==> src/rtl/stream_arb_pkg.sv <==
// rtl/stream_arb_pkg.sv - shared types and round-robin winner search for stream_rr_arbiter
//   arb_state_e : output register occupancy (EMPTY / FULL)
//   rr_next     : first valid index after `last`, wrapping at `count`
package stream_arb_pkg;

  typedef enum logic {
    EMPTY = 1'b0,
    FULL  = 1'b1
  } arb_state_e;

  // Widest channel vector rr_next can search; callers zero-extend into it.
  localparam int MAX_CH  = 32;
  localparam int MAX_IDX = $clog2(MAX_CH);

  // Scans last+1, last+2, ... modulo count. Stepping with an explicit wrap
  // (rather than a modulo) keeps out-of-range indices unreachable for
  // non-power-of-two counts. Returns `last` when nothing is valid.
  function automatic int rr_next(input int last,
                                 input logic [MAX_CH-1:0] valid_vec,
                                 input int count);
    int   idx;
    int   win;
    logic found;
    idx   = last;
    win   = last;
    found = 1'b0;
    for (int k = 0; k < MAX_CH; k++) begin
      if (k < count) begin
        idx = (idx >= count - 1) ? 0 : idx + 1;
        if (!found && valid_vec[idx[MAX_IDX-1:0]]) begin
          win   = idx;
          found = 1'b1;
        end
      end
    end
    return win;
  endfunction

endpackage

==> src/rtl/stream_rr_arbiter_if.sv <==
// rtl/stream_rr_arbiter_if.sv - multi-channel input / single output valid-ready stream bundle
//   in_valid/in_data/in_ready : per-channel upstream handshake
//   out_valid/out_data/out_channel/out_ready : merged downstream handshake
//   slave  : arbiter view
//   master : producer/consumer view
interface stream_rr_arbiter_if #(
  parameter int CHANNELS_COUNT = 4,
  parameter int CHANNELS_WIDTH = 8
);
  localparam int IDX_W = $clog2(CHANNELS_COUNT);

  logic [CHANNELS_COUNT-1:0]                     in_valid;
  logic [CHANNELS_COUNT-1:0][CHANNELS_WIDTH-1:0] in_data;
  logic [CHANNELS_COUNT-1:0]                     in_ready;
  logic                                          out_valid;
  logic [CHANNELS_WIDTH-1:0]                     out_data;
  logic [IDX_W-1:0]                              out_channel;
  logic                                          out_ready;

  modport slave (
    input  in_valid, in_data, out_ready,
    output in_ready, out_valid, out_data, out_channel
  );

  modport master (
    output in_valid, in_data, out_ready,
    input  in_ready, out_valid, out_data, out_channel
  );
endinterface

==> src/rtl/mux_generic.sv <==
// rtl/mux_generic.sv - combinational N-way channel multiplexer
//   channels : packed per-channel data in
//   select   : channel index; out-of-range selects yield zero
//   data_out : selected channel data
module mux_generic #(
  parameter int CHANNELS_COUNT = 4,
  parameter int CHANNELS_WIDTH = 8,
  localparam int IDX_W = $clog2(CHANNELS_COUNT)
) (
  input  logic [CHANNELS_COUNT-1:0][CHANNELS_WIDTH-1:0] channels,
  input  logic [IDX_W-1:0]                              select,
  output logic [CHANNELS_WIDTH-1:0]                     data_out
);

  always_comb begin
    data_out = '0;
    for (int i = 0; i < CHANNELS_COUNT; i++) begin
      if (select == IDX_W'(i)) data_out = channels[i];
    end
  end

endmodule

==> src/rtl/stream_rr_arbiter.sv <==
// rtl/stream_rr_arbiter.sv - round-robin merge of N valid/ready streams into one registered stream
//   clk   : rising-edge clock
//   rst_n : synchronous active-low reset
//   bus   : stream_rr_arbiter_if slave (in_* per channel, out_* merged output)
module stream_rr_arbiter
  import stream_arb_pkg::*;
#(
  parameter int CHANNELS_COUNT = 4,
  parameter int CHANNELS_WIDTH = 8
) (
  input  logic                clk,
  input  logic                rst_n,
  stream_rr_arbiter_if.slave  bus
);

  localparam int IDX_W = $clog2(CHANNELS_COUNT);

  if (CHANNELS_COUNT < 2) begin : g_bad_count
    $fatal(1, "stream_rr_arbiter: CHANNELS_COUNT must be >= 2");
  end
  if (CHANNELS_COUNT > MAX_CH) begin : g_too_many
    $fatal(1, "stream_rr_arbiter: CHANNELS_COUNT exceeds rr_next search width");
  end
  if (CHANNELS_WIDTH < 1) begin : g_bad_width
    $fatal(1, "stream_rr_arbiter: CHANNELS_WIDTH must be >= 1");
  end

  arb_state_e                state, state_nxt;
  logic [IDX_W-1:0]          last;
  logic [IDX_W-1:0]          winner;
  logic [CHANNELS_WIDTH-1:0] data_q;
  logic [IDX_W-1:0]          channel_q;
  logic [CHANNELS_WIDTH-1:0] mux_data;
  logic [MAX_CH-1:0]         valid_ext;
  logic [CHANNELS_COUNT-1:0] ready_vec;
  logic                      load_en;
  logic                      accept;

  always_comb begin
    valid_ext                     = '0;
    valid_ext[CHANNELS_COUNT-1:0] = bus.in_valid;
    winner = IDX_W'(rr_next(int'(last), valid_ext, CHANNELS_COUNT));
  end

  // Gating with rst_n keeps every ready low while reset is held, so no
  // upstream handshake can complete against a register that is being cleared.
  assign load_en = (state == EMPTY) || bus.out_ready;
  assign accept  = rst_n && load_en && (|bus.in_valid);

  always_comb begin
    ready_vec = '0;
    if (accept) ready_vec[winner] = 1'b1;
  end

  mux_generic #(
    .CHANNELS_COUNT (CHANNELS_COUNT),
    .CHANNELS_WIDTH (CHANNELS_WIDTH)
  ) u_mux (
    .channels (bus.in_data),
    .select   (winner),
    .data_out (mux_data)
  );

  always_ff @(posedge clk) begin
    if (!rst_n) state <= EMPTY;
    else        state <= state_nxt;
  end

  // A fresh accept wins over a drain so back-to-back words never bubble.
  always_comb begin
    state_nxt = state;
    if (accept)                                 state_nxt = FULL;
    else if (state == FULL && bus.out_ready)    state_nxt = EMPTY;
  end

  always_ff @(posedge clk) begin
    if (!rst_n) begin
      data_q    <= '0;
      channel_q <= '0;
      last      <= IDX_W'(CHANNELS_COUNT - 1);
    end else if (accept) begin
      data_q    <= mux_data;
      channel_q <= winner;
      last      <= winner;
    end
  end

  assign bus.in_ready    = ready_vec;
  assign bus.out_valid   = (state == FULL);
  assign bus.out_data    = data_q;
  assign bus.out_channel = channel_q;

endmodule
==> src/flat_wrapper.sv <==
// flat-port wrapper written by rule: the top's interface ports become plain ports
module stream_rr_arbiter_flat import stream_arb_pkg::*;
#(
  parameter int CHANNELS_COUNT = 4,
  parameter int CHANNELS_WIDTH = 8
)
  (clk, rst_n, bus_in_valid, bus_in_data, bus_out_ready, bus_in_ready, bus_out_valid, bus_out_data, bus_out_channel);
  stream_rr_arbiter_if #(.CHANNELS_COUNT(CHANNELS_COUNT), .CHANNELS_WIDTH(CHANNELS_WIDTH)) bus_i ();
  input  logic clk;
  input  logic rst_n;
  input wire logic [$bits(bus_i.in_valid)-1:0] bus_in_valid;
  input wire logic [$bits(bus_i.in_data)-1:0] bus_in_data;
  input wire logic [$bits(bus_i.out_ready)-1:0] bus_out_ready;
  output wire logic [$bits(bus_i.in_ready)-1:0] bus_in_ready;
  output wire logic [$bits(bus_i.out_valid)-1:0] bus_out_valid;
  output wire logic [$bits(bus_i.out_data)-1:0] bus_out_data;
  output wire logic [$bits(bus_i.out_channel)-1:0] bus_out_channel;
  assign bus_i.in_valid = bus_in_valid;
  assign bus_i.in_data = bus_in_data;
  assign bus_i.out_ready = bus_out_ready;
  assign bus_in_ready = bus_i.in_ready;
  assign bus_out_valid = bus_i.out_valid;
  assign bus_out_data = bus_i.out_data;
  assign bus_out_channel = bus_i.out_channel;
  stream_rr_arbiter #(.CHANNELS_COUNT(CHANNELS_COUNT), .CHANNELS_WIDTH(CHANNELS_WIDTH)) u_core (.clk(clk), .rst_n(rst_n), .bus(bus_i));
endmodule
==> config.mk <==
export PLATFORM = sky130hd
export DESIGN_NAME = stream_rr_arbiter_flat
export DESIGN_NICKNAME = d
export VERILOG_FILES = /design/src/rtl/stream_arb_pkg.sv /design/src/rtl/stream_rr_arbiter_if.sv /design/src/rtl/mux_generic.sv /design/src/rtl/stream_rr_arbiter.sv /design/src/flat_wrapper.sv
export SDC_FILE = /design/constraint.sdc
export NUM_CORES = 1
export LEC_CHECK = 0
export ABC_AREA = 1
export BUFFER_PORTS_ARGS = -buffer_cell sky130_fd_sc_hd__clkbuf_2
export CORE_UTILIZATION = 51
export DETAILED_ROUTE_END_ITERATION = 8
export PLACE_DENSITY = 0.87
export SLEW_MARGIN = 25
export SYNTH_ARGS = -nofsm -noshare
export SYNTH_HDL_FRONTEND = slang
export SYNTH_HIERARCHICAL = 1
export SYNTH_SLANG_ARGS = --single-unit
==> constraint.sdc <==
create_clock -name clk -period 5.4 [get_ports clk]
set_input_delay 0.81 -clock clk [delete_from_list [all_inputs] [get_ports clk]]
set_output_delay 0.81 -clock clk [all_outputs]
set_load 0.01 [all_outputs]
==> impl_results.html, run 1 <==
<table>
<tr><th>Metric</th><th>Value</th></tr>
<tr><th colspan="2">Floorplanning</th></tr>
<tr><td>Die area</td><td>2574 sq um</td></tr>
<tr><td>Std-Cell Core Area</td><td>2233 sq um</td></tr>
<tr><td>Initial Util</td><td>0.5423</td></tr>
<tr><td>Chip Width</td><td>around 50 um</td></tr>
<tr><td>Number of ports placed on the die boundary</td><td>54</td></tr>
<tr><td>Cell row count</td><td>17</td></tr>
<tr><td>DIE HEIGHT</td><td>50.73 um</td></tr>
<tr><th colspan="2">CTS</th></tr>
<tr><td>Post-cts repair resize count</td><td>0</td></tr>
<tr><td>Clock tree from TritonCTS</td><td>done</td></tr>
<tr><td>Max Buffers Root-to-Sink</td><td>2</td></tr>
<tr><td>Number of sinks handled by clock tree synthesis</td><td>13</td></tr>
<tr><td>Master cell of the clock root buffer</td><td>sky130_fd_sc_hd__clkbuf_4</td></tr>
<tr><td>Post-CTS repair timing setup buffer count</td><td>0</td></tr>
<tr><td>Insertion delay of the later-clocked pin in the worst-skew pair</td><td>0.27 ns</td></tr>
<tr><td>CTS clock-pin slew for the worst setup and hold paths</td><td>0.08 ns</td></tr>
<tr><td># hold bufs at CTS</td><td>0</td></tr>
<tr><td>Total clock buffers created by CTS</td><td>3</td></tr>
<tr><td>Depth of the CTS H-tree</td><td>1</td></tr>
<tr><th colspan="2">Finish</th></tr>
<tr><td>Area Overhead vs Synth</td><td>22.21%</td></tr>
<tr><td>Post-route cell area</td><td>1480 sq um</td></tr>
<tr><td>Share of layout cells above drive strength 1</td><td>0.3992</td></tr>
<tr><td>Most frequent cells in the layout</td><td>sky130_fd_sc_hd__nand2_1 (57), sky130_fd_sc_hd__clkbuf_2 (53), sky130_fd_sc_hd__nand3_1 (31)</td></tr>
<tr><td>Antenna diode count</td><td>0</td></tr>
<tr><td>Fin nets</td><td>279</td></tr>
<tr><td>Most common library cell in the layout ignoring fill and taps</td><td>sky130_fd_sc_hd__nand2_1</td></tr>
<tr><th colspan="2">Synthesis</th></tr>
<tr><td>Cells after Synth</td><td>189</td></tr>
<tr><td>Post-synthesis instance area</td><td>around 1200 sq um</td></tr>
<tr><td>Proportion of synthesized flip-flops having asynchronous set or reset</td><td>0</td></tr>
<tr><td>Synthesized netlist net count</td><td>229</td></tr>
<tr><td>Library cells used by synthesis</td><td>27</td></tr>
<tr><td>Dominant register cell in the synthesized netlist</td><td>sky130_fd_sc_hd__dfxtp_1</td></tr>
<tr><td>Avg Cell Area, Syn</td><td>6.408 sq um</td></tr>
<tr><td>Flip-flop and latch count after synthesis</td><td>13</td></tr>
<tr><td>Number of enable flip-flop cells after synthesis</td><td>0</td></tr>
<tr><td>Count of warnings emitted by yosys</td><td>6</td></tr>
<tr><td>Register area share after synthesis</td><td>0.2149</td></tr>
<tr><th colspan="2">Global route</th></tr>
<tr><td>Overall overflow remaining after global route</td><td>0</td></tr>
<tr><td>Number of global-route vias before repair</td><td>1189</td></tr>
<tr><td>Met1 Track Usage GR</td><td>0.2596</td></tr>
<tr><td>Met2 global-route usage</td><td>0.4400</td></tr>
<tr><td>Largest net degree at the start of global routing</td><td>23</td></tr>
<tr><td>Antenna violations before repair</td><td>0</td></tr>
<tr><td>Fraction of met3 tracks used by global routing</td><td>0.03636</td></tr>
<tr><td>All-Layer GR Usage</td><td>0.2297</td></tr>
<tr><td>Global-route wire length before repair</td><td>approximately 4600 um</td></tr>
<tr><td>Highest-utilization routing layer at the global route stage</td><td>met2</td></tr>
<tr><th colspan="2">Status</th></tr>
<tr><td>Status</td><td>complete, no violations</td></tr>
<tr><th colspan="2">Critical path</th></tr>
<tr><td>Required time worst endpoint</td><td>about 4.6 ns</td></tr>
<tr><td>Data arrival at the endpoint of the critical path</td><td>2.81 ns</td></tr>
<tr><td>Type of the worst setup path</td><td>flop to primary output</td></tr>
<tr><td>Critical Path Source Type</td><td>flop</td></tr>
<tr><td>Critical-path maximum fanout</td><td>19</td></tr>
<tr><td>Critical path endpoint category</td><td>primary output</td></tr>
<tr><th colspan="2">STA</th></tr>
<tr><td>Total setup violations reported at the end of the flow</td><td>0</td></tr>
<tr><td>Number of max-slew violations in the final report</td><td>0</td></tr>
<tr><td>Maximum clock skew at final layout</td><td>0.007703 ns</td></tr>
<tr><td>Setup repair after global routing missed its margin</td><td>no</td></tr>
<tr><td>Worst max-slew margin expressed relative to the limit</td><td>0.5316</td></tr>
<tr><td>Clock period minus final worst setup slack</td><td>3.624 ns</td></tr>
<tr><td>Tcrit/Tclk final</td><td>0.6711</td></tr>
<tr><td>Transition time at the pin with the least slew margin</td><td>0.7003 ns</td></tr>
<tr><td>Number of failing hold endpoints at the final stage</td><td>0</td></tr>
<tr><td>Final Worst Setup Slack</td><td>1.776 ns</td></tr>
<tr><td>Final TNS setup</td><td>0 ns</td></tr>
<tr><td>Fmax</td><td>275.9 MHz</td></tr>
<tr><th colspan="2">Placed design</th></tr>
<tr><td>Placer congestion estimate</td><td>0.8969</td></tr>
<tr><td>DP Area</td><td>1448 sq um</td></tr>
<tr><td>Dpl ws</td><td>just over 2 ns</td></tr>
<tr><td>Half-perimeter wire length after detailed placement</td><td>2313 um</td></tr>
<tr><td>Count of port buffers added during placement</td><td>53</td></tr>
<tr><th colspan="2">Drt</th></tr>
<tr><td>Detailed Routing Iterations Pass 1</td><td>4</td></tr>
<tr><td>Number of vias per cell</td><td>5.132</td></tr>
<tr><td>Total via count in the routed design</td><td>approximately 1400</td></tr>
<tr><td>Final ANT Viol Nets</td><td>0</td></tr>
<tr><td>Detailed router's first-iteration violation count</td><td>59</td></tr>
<tr><td>Detailed-route wire length</td><td>2860 um</td></tr>
<tr><td>DR DRC count</td><td>0</td></tr>
<tr><td>Average wire length per cell after detail routing</td><td>roughly 11 um</td></tr>
<tr><th colspan="2">Flow run</th></tr>
<tr><td>Max-cap violations</td><td>0</td></tr>
<tr><th colspan="2">Worst hold path</th></tr>
<tr><td>Worst hold path class</td><td>flop to flop</td></tr>
</table>
-- cell usage after synthesis, types with 2 or more instances --
cell type | number | area [sq um]
sky130_fd_sc_hd__a21oi_1 | 2 | 10.01
sky130_fd_sc_hd__buf_6 | 5 | 56.30
sky130_fd_sc_hd__clkbuf_1 | 2 | 7.510
sky130_fd_sc_hd__dfxtp_1 | 13 | 260.3
sky130_fd_sc_hd__inv_1 | 12 | 45.04
sky130_fd_sc_hd__inv_2 | 6 | 22.52
sky130_fd_sc_hd__nand2_1 | 57 | 214.0
sky130_fd_sc_hd__nand2_2 | 15 | 93.84
sky130_fd_sc_hd__nand2_4 | 3 | 33.78
sky130_fd_sc_hd__nand3_1 | 31 | 155.2
sky130_fd_sc_hd__nand3_2 | 5 | 50.05
sky130_fd_sc_hd__nand4_1 | 8 | 50.05
sky130_fd_sc_hd__nor2_1 | 4 | 15.01
sky130_fd_sc_hd__nor2_2 | 2 | 12.51
sky130_fd_sc_hd__nor2_4 | 3 | 33.78
sky130_fd_sc_hd__o21ai_0 | 10 | 50.05
-- cell type report --
type	count	area (sq um)
clock buffer	4	26.28
fill	223	753.2
inverter	20	83.83
multi-input combinational	148	809.5
timing repair buffer	53	265.3
tap	28	35.03
sequential	13	260.3
-- path summary, 6_finish.rpt --
check | from | endpoint | slack, ns | cells past startpoint
worst min register to register | u_core/bus.out_data[5] | u_core/bus.out_data[5] | 0.48 | 2
worst max register to register | u_core/last[0] | u_core/bus.out_data[7] | 2.57 | 15
worst min-delay path | u_core/bus.out_data[5] | u_core/bus.out_data[5] | 0.48 | 2
worst max-delay path | u_core/last[0] | bus_in_ready[2] | 1.78 | 13
-- sequential cells by signal (all words and copies together), names as in the netlist --
signal                  cells
u_core/bus.out_data         8
u_core/bus.out_channel      2
u_core/last                 2
u_core/bus.out_valid        1
-- per-layer routing --
metal | part of all wire | vias to the layer above | wire (um)
li1 | - | 713 | -
met1 | 0.43 | 592 | 1226
met2 | 0.50 | 58 | 1434
met3 | 0.065 | 2 | 185
met4 | 0.0049 | 0 | 14
met5 | 0 | - | 0
-- logic make-up (layout without fill, tap and decap cells) --
family | count (synthesis) | after routing | share of synthesized area
and+or+nand+nor | 131 | 131 | 0.5692
AOI/OAI and AO/OA | 16 | 16 | 0.07955
adders and majority gates | 1 | 1 | 0.01033
buffers and inverters | 28 | 77 | 0.1260
DFF | 13 | 13 | 0.2149
-- stage by stage --
stage	hold slack, ns	utilization	instances
after floorplan	0.4952	-	189
after global placement	0.4688	0.6482	262
after detailed placement	0.4704	0.6482	262
after CTS	0.4817	0.6599	266
after global routing	0.5095	0.6627	266
final	0.4826	0.6627	266
-- worst max-delay path: stages (launching register included) --
cell,delay [ns]
sky130_fd_sc_hd__dfxtp_1,0.69
sky130_fd_sc_hd__ha_1,0.41
sky130_fd_sc_hd__inv_2,0.14
sky130_fd_sc_hd__nand2_4,0.08
sky130_fd_sc_hd__nand2_2,0.09
sky130_fd_sc_hd__nand2_2,0.07
sky130_fd_sc_hd__a21oi_4,0.14
sky130_fd_sc_hd__nand2_2,0.09
sky130_fd_sc_hd__clkinv_2,0.07
sky130_fd_sc_hd__nand2_2,0.07
sky130_fd_sc_hd__nand2_2,0.31
sky130_fd_sc_hd__nand2_2,0.13
sky130_fd_sc_hd__nor2_2,0.11
sky130_fd_sc_hd__clkbuf_2,0.14
Power of run 1 is left out: the tool's default activity adds up to more than one toggle a clock period on the data nets, which glitch-free logic cannot reach.
==> run 2, diff against run 1 <==
--- a/config.mk
+++ b/config.mk
@@ -7,9 +7,9 @@
 export LEC_CHECK = 0
 export ABC_AREA = 1
 export BUFFER_PORTS_ARGS = -buffer_cell sky130_fd_sc_hd__clkbuf_2
-export CORE_UTILIZATION = 51
+export CORE_UTILIZATION = 47
 export DETAILED_ROUTE_END_ITERATION = 8
-export PLACE_DENSITY = 0.87
+export PLACE_DENSITY = 0.81
 export SLEW_MARGIN = 25
 export SYNTH_ARGS = -nofsm -noshare
 export SYNTH_HDL_FRONTEND = slang
==> constraint.sdc (replaced) <==
create_clock -name clk -period 3.6 [get_ports clk]
set_input_delay 0.54 -clock clk [delete_from_list [all_inputs] [get_ports clk]]
set_output_delay 0.54 -clock clk [all_outputs]
set_load 0.01 [all_outputs]
==> run 2 against run 1 <==
Utilization is 5.5 points lower. Critical endpoint unchanged. First-iteration DRC count down 80%. Sequential cell count did not move. Via count shrank 0.73%. Routed wire length shrank 0.66%. Final area rose by 0.85%. Sequential share of layout area down 0.15 points. The run now ends with DRC left. Non-clock buffer count increased by 2. Clock skew fell by 0.0039 ns. Global-route usage about the same. Largest cell class unchanged.
==> impl_results.html, run 2 (synthesized netlist as in run 1, its figures left out) <==
<table>
<tr><th>Metric</th><th>Value</th></tr>
<tr><th colspan="2">Critical path</th></tr>
<tr><td>Critical Path Source Type</td><td>flop (unchanged)</td></tr>
<tr><td>Type of the worst setup path</td><td>flop to primary output (unchanged)</td></tr>
<tr><td>Critical path cell sequence</td><td>buf_4, ha_1, inv_2, nand2_1, nand3_2, nand2_2, nor2_4, nand2_1, nand3_1, nand2_1, nand2_2, nand2_2, nor2_2, clkbuf_2 (was ha_1, inv_2, nand2_4, nand2_2, nand2_2, a21oi_4, nand2_2, clkinv_2, nand2_2, nand2_2, nand2_2, nor2_2, clkbuf_2)</td></tr>
<tr><td>Number of stages on the worst setup path</td><td>14 (was 13)</td></tr>
<tr><td>Bufs and invs on worst path</td><td>3 (unchanged)</td></tr>
<tr><td>Required time worst endpoint</td><td>3.06 ns (was 4.59 ns)</td></tr>
<tr><td>Critical path endpoint category</td><td>primary output (unchanged)</td></tr>
<tr><td>Data arrival at the endpoint of the critical path</td><td>2.50 ns (was 2.81 ns)</td></tr>
<tr><td>Crit path largest cell delay</td><td>0.39 ns (was 0.69 ns)</td></tr>
<tr><td>Crit-path slowest cell</td><td>sky130_fd_sc_hd__ha_1 (was sky130_fd_sc_hd__dfxtp_1)</td></tr>
<tr><td>Crit path from</td><td>u_core/last[0] (unchanged)</td></tr>
<tr><td>Cell count of the worst reg-to-reg path</td><td>16 (was 15)</td></tr>
<tr><td>Startpoint of the lowest-slack register-to-register path</td><td>u_core/last[0] (unchanged)</td></tr>
<tr><td>Critical-path maximum fanout</td><td>19 (unchanged)</td></tr>
<tr><td>Dominant delay contributor by cell family on the critical path</td><td>simple AND/OR/NAND/NOR gates (unchanged)</td></tr>
<tr><th colspan="2">STA</th></tr>
<tr><td>Clock period minus final worst setup slack</td><td>just over 3 ns</td></tr>
<tr><td>Maximum clock skew at final layout</td><td>0.003846 ns (was 0.007703 ns)</td></tr>
<tr><td>Number of failing hold endpoints at the final stage</td><td>0 (unchanged)</td></tr>
<tr><td>Total setup violations reported at the end of the flow</td><td>0 (unchanged)</td></tr>
<tr><td>Number of max-slew violations in the final report</td><td>0 (unchanged)</td></tr>
<tr><td>Transition time at the pin with the least slew margin</td><td>0.5134 ns (was 0.7003 ns)</td></tr>
<tr><td>Setup repair after global routing missed its margin</td><td>no (unchanged)</td></tr>
<tr><td>Final TNS setup</td><td>0 ns (unchanged)</td></tr>
<tr><td>Fmax</td><td>328.6 MHz</td></tr>
<tr><td>Tcrit/Tclk final</td><td>0.8453</td></tr>
<tr><td>Worst max-slew margin expressed relative to the limit</td><td>0.6546 (was 0.5316)</td></tr>
<tr><th colspan="2">Status</th></tr>
<tr><td>Status</td><td>finished with violations (was complete, no violations)</td></tr>
<tr><td>Violations in the final reports</td><td>DRC</td></tr>
<tr><th colspan="2">CTS</th></tr>
<tr><td>Number of sinks handled by clock tree synthesis</td><td>13 (unchanged)</td></tr>
<tr><td>Clock tree from TritonCTS</td><td>done (unchanged)</td></tr>
<tr><td>Total clock buffers created by CTS</td><td>3 (unchanged)</td></tr>
<tr><td>Insertion delay of the later-clocked pin in the worst-skew pair</td><td>0.28 ns (was 0.27 ns)</td></tr>
<tr><td>Post-cts repair resize count</td><td>0 (unchanged)</td></tr>
<tr><td>Depth of the CTS H-tree</td><td>1 (unchanged)</td></tr>
<tr><td>Max Buffers Root-to-Sink</td><td>2 (unchanged)</td></tr>
<tr><td># hold bufs at CTS</td><td>0 (unchanged)</td></tr>
<tr><td>Post-CTS repair timing setup buffer count</td><td>0 (unchanged)</td></tr>
<tr><td>CTS clock-pin slew for the worst setup and hold paths</td><td>0.09 ns (was 0.08 ns)</td></tr>
<tr><td>Master cell of the clock root buffer</td><td>sky130_fd_sc_hd__clkbuf_4 (unchanged)</td></tr>
<tr><th colspan="2">Global route</th></tr>
<tr><td>Antenna violations before repair</td><td>0 (unchanged)</td></tr>
<tr><td>All-Layer GR Usage</td><td>0.2295 (was 0.2297)</td></tr>
<tr><td>Global-route wire length before repair</td><td>4830 um (was 4567 um)</td></tr>
<tr><td>Overall overflow remaining after global route</td><td>0 (unchanged)</td></tr>
<tr><td>Largest net degree at the start of global routing</td><td>23 (unchanged)</td></tr>
<tr><td>Number of global-route vias before repair</td><td>1177 (was 1189)</td></tr>
<tr><th colspan="2">Finish</th></tr>
<tr><td>Area Overhead vs Synth</td><td>23.24% (was 22.21%)</td></tr>
<tr><td>Filler cell count</td><td>247 (was 223)</td></tr>
<tr><td>Share of layout cells above drive strength 1</td><td>0.4083 (was 0.3992)</td></tr>
<tr><td>Most frequent cells in the layout</td><td>sky130_fd_sc_hd__nand2_1 (57), sky130_fd_sc_hd__clkbuf_2 (53), sky130_fd_sc_hd__nand3_1 (31) (unchanged)</td></tr>
<tr><td>Antenna diode count</td><td>0 (unchanged)</td></tr>
<tr><td>Flip-flop count of the largest register after layout</td><td>8 (unchanged)</td></tr>
<tr><td>Fin nets</td><td>281 (was 279)</td></tr>
<tr><td>Most common library cell in the layout ignoring fill and taps</td><td>sky130_fd_sc_hd__nand2_1 (unchanged)</td></tr>
<tr><th colspan="2">Floorplanning</th></tr>
<tr><td>Initial Util</td><td>0.4934 (was 0.5423)</td></tr>
<tr><td>Cell row count</td><td>18 (was 17)</td></tr>
<tr><td>Std-Cell Core Area</td><td>2455 sq um (was 2233 sq um)</td></tr>
<tr><td>DIE HEIGHT</td><td>52.77 um (was 50.73 um)</td></tr>
<tr><td>Number of ports placed on the die boundary</td><td>54 (unchanged)</td></tr>
<tr><td>Chip Width</td><td>52.77 um (was 50.73 um)</td></tr>
<tr><td>Die area</td><td>2784 sq um (was 2574 sq um)</td></tr>
<tr><th colspan="2">Drt</th></tr>
<tr><td>Detailed router's first-iteration violation count</td><td>12 (was 59)</td></tr>
<tr><td>DR DRC count</td><td>1 (was 0)</td></tr>
<tr><td>Detailed-route wire length</td><td>2841 um (was 2860 um)</td></tr>
<tr><td>Final ANT Viol Nets</td><td>0 (unchanged)</td></tr>
<tr><td>Number of vias per cell</td><td>5.019 (was 5.132)</td></tr>
<tr><td>Average wire length per cell after detail routing</td><td>10.52 um (was 10.75 um)</td></tr>
<tr><td>Total via count in the routed design</td><td>1355 (was 1365)</td></tr>
<tr><td>Detailed Routing Iterations Pass 1</td><td>7 (was 4)</td></tr>
<tr><th colspan="2">Worst hold path</th></tr>
<tr><td>Worst hold path class</td><td>flop to flop (unchanged)</td></tr>
<tr><td>Worst hold start</td><td>u_core/bus.out_data[1] (was u_core/bus.out_data[5])</td></tr>
<tr><td>Number of cells on the worst hold path</td><td>2 (unchanged)</td></tr>
<tr><th colspan="2">Placed design</th></tr>
<tr><td>Placer congestion estimate</td><td>0.8592 (was 0.8969)</td></tr>
<tr><td>Half-perimeter wire length after detailed placement</td><td>2302 um (was 2313 um)</td></tr>
<tr><td>Count of port buffers added during placement</td><td>53 (unchanged)</td></tr>
<tr><th colspan="2">Flow run</th></tr>
<tr><td>Max-cap violations</td><td>0 (unchanged)</td></tr>
</table>
-- run 2: final timing paths --
check / to / slack (ns)
min reg2reg: u_core/bus.out_data[1] / 0.48
max: bus_in_ready[2] / 0.56
min: u_core/bus.out_data[1] / 0.48
max reg2reg: u_core/bus.out_data[2] / 1.08
-- run 2: per-stage QoR --
| stage | cell area [sq um] | std cells | hold slack, ns | setup slack, ns | utilization |
|---|---|---|---|---|---|
| 2_1_floorplan | 1211 | 189 | 0.4952 | 1.464 | - |
| 3_3_place_gp | 1465 | 266 | 0.4634 | 0.9056 | 0.5968 |
| 3_5_place_dp | 1465 | 266 | 0.4665 | 0.8662 | 0.5968 |
| 4_1_cts | 1493 | 270 | 0.4806 | 0.5590 | 0.6081 |
| 5_1_grt | 1493 | 270 | 0.5166 | 0.3361 | 0.6081 |
| 6_report | 1493 | 270 | 0.4797 | 0.5569 | 0.6081 |
-- run 2: layout make-up --
class	count	area, sq um	share of cell area
multi-input cells	148	803.3	0.5381
repair buffers	55	280.3	0.1878
flip-flops and latches	13	260.3	0.1744
inverters	20	83.83	0.05616
well taps	30	37.54	0.02515
clock buffers	3	22.52	0.01509
clock inverters	1	5.005	0.003353
-- run 2: routing by layer --
metal / vias up / GRT usage / part of all wire
li1: 719 / - / -
met1: 590 / 0.2810 / 0.45
met2: 44 / 0.4156 / 0.50
met3: 2 / 0.04638 / 0.045
met4: 0 / 0.03070 / 0.0074
met5: - / 0 / 0
-- run 2: worst reg2reg max path, delay by kind of cell, from the launching register on --
kind                     cells  cell delay (ns)
AND/OR/NAND/NOR             11             1.19
buffers and inverters        3             0.47
adder cells (fa/ha/maj)      1             0.39
flip-flops                   1             0.30
AO/OA/AOI/OAI                1             0.08
Power of run 2 is left out for the same reason.
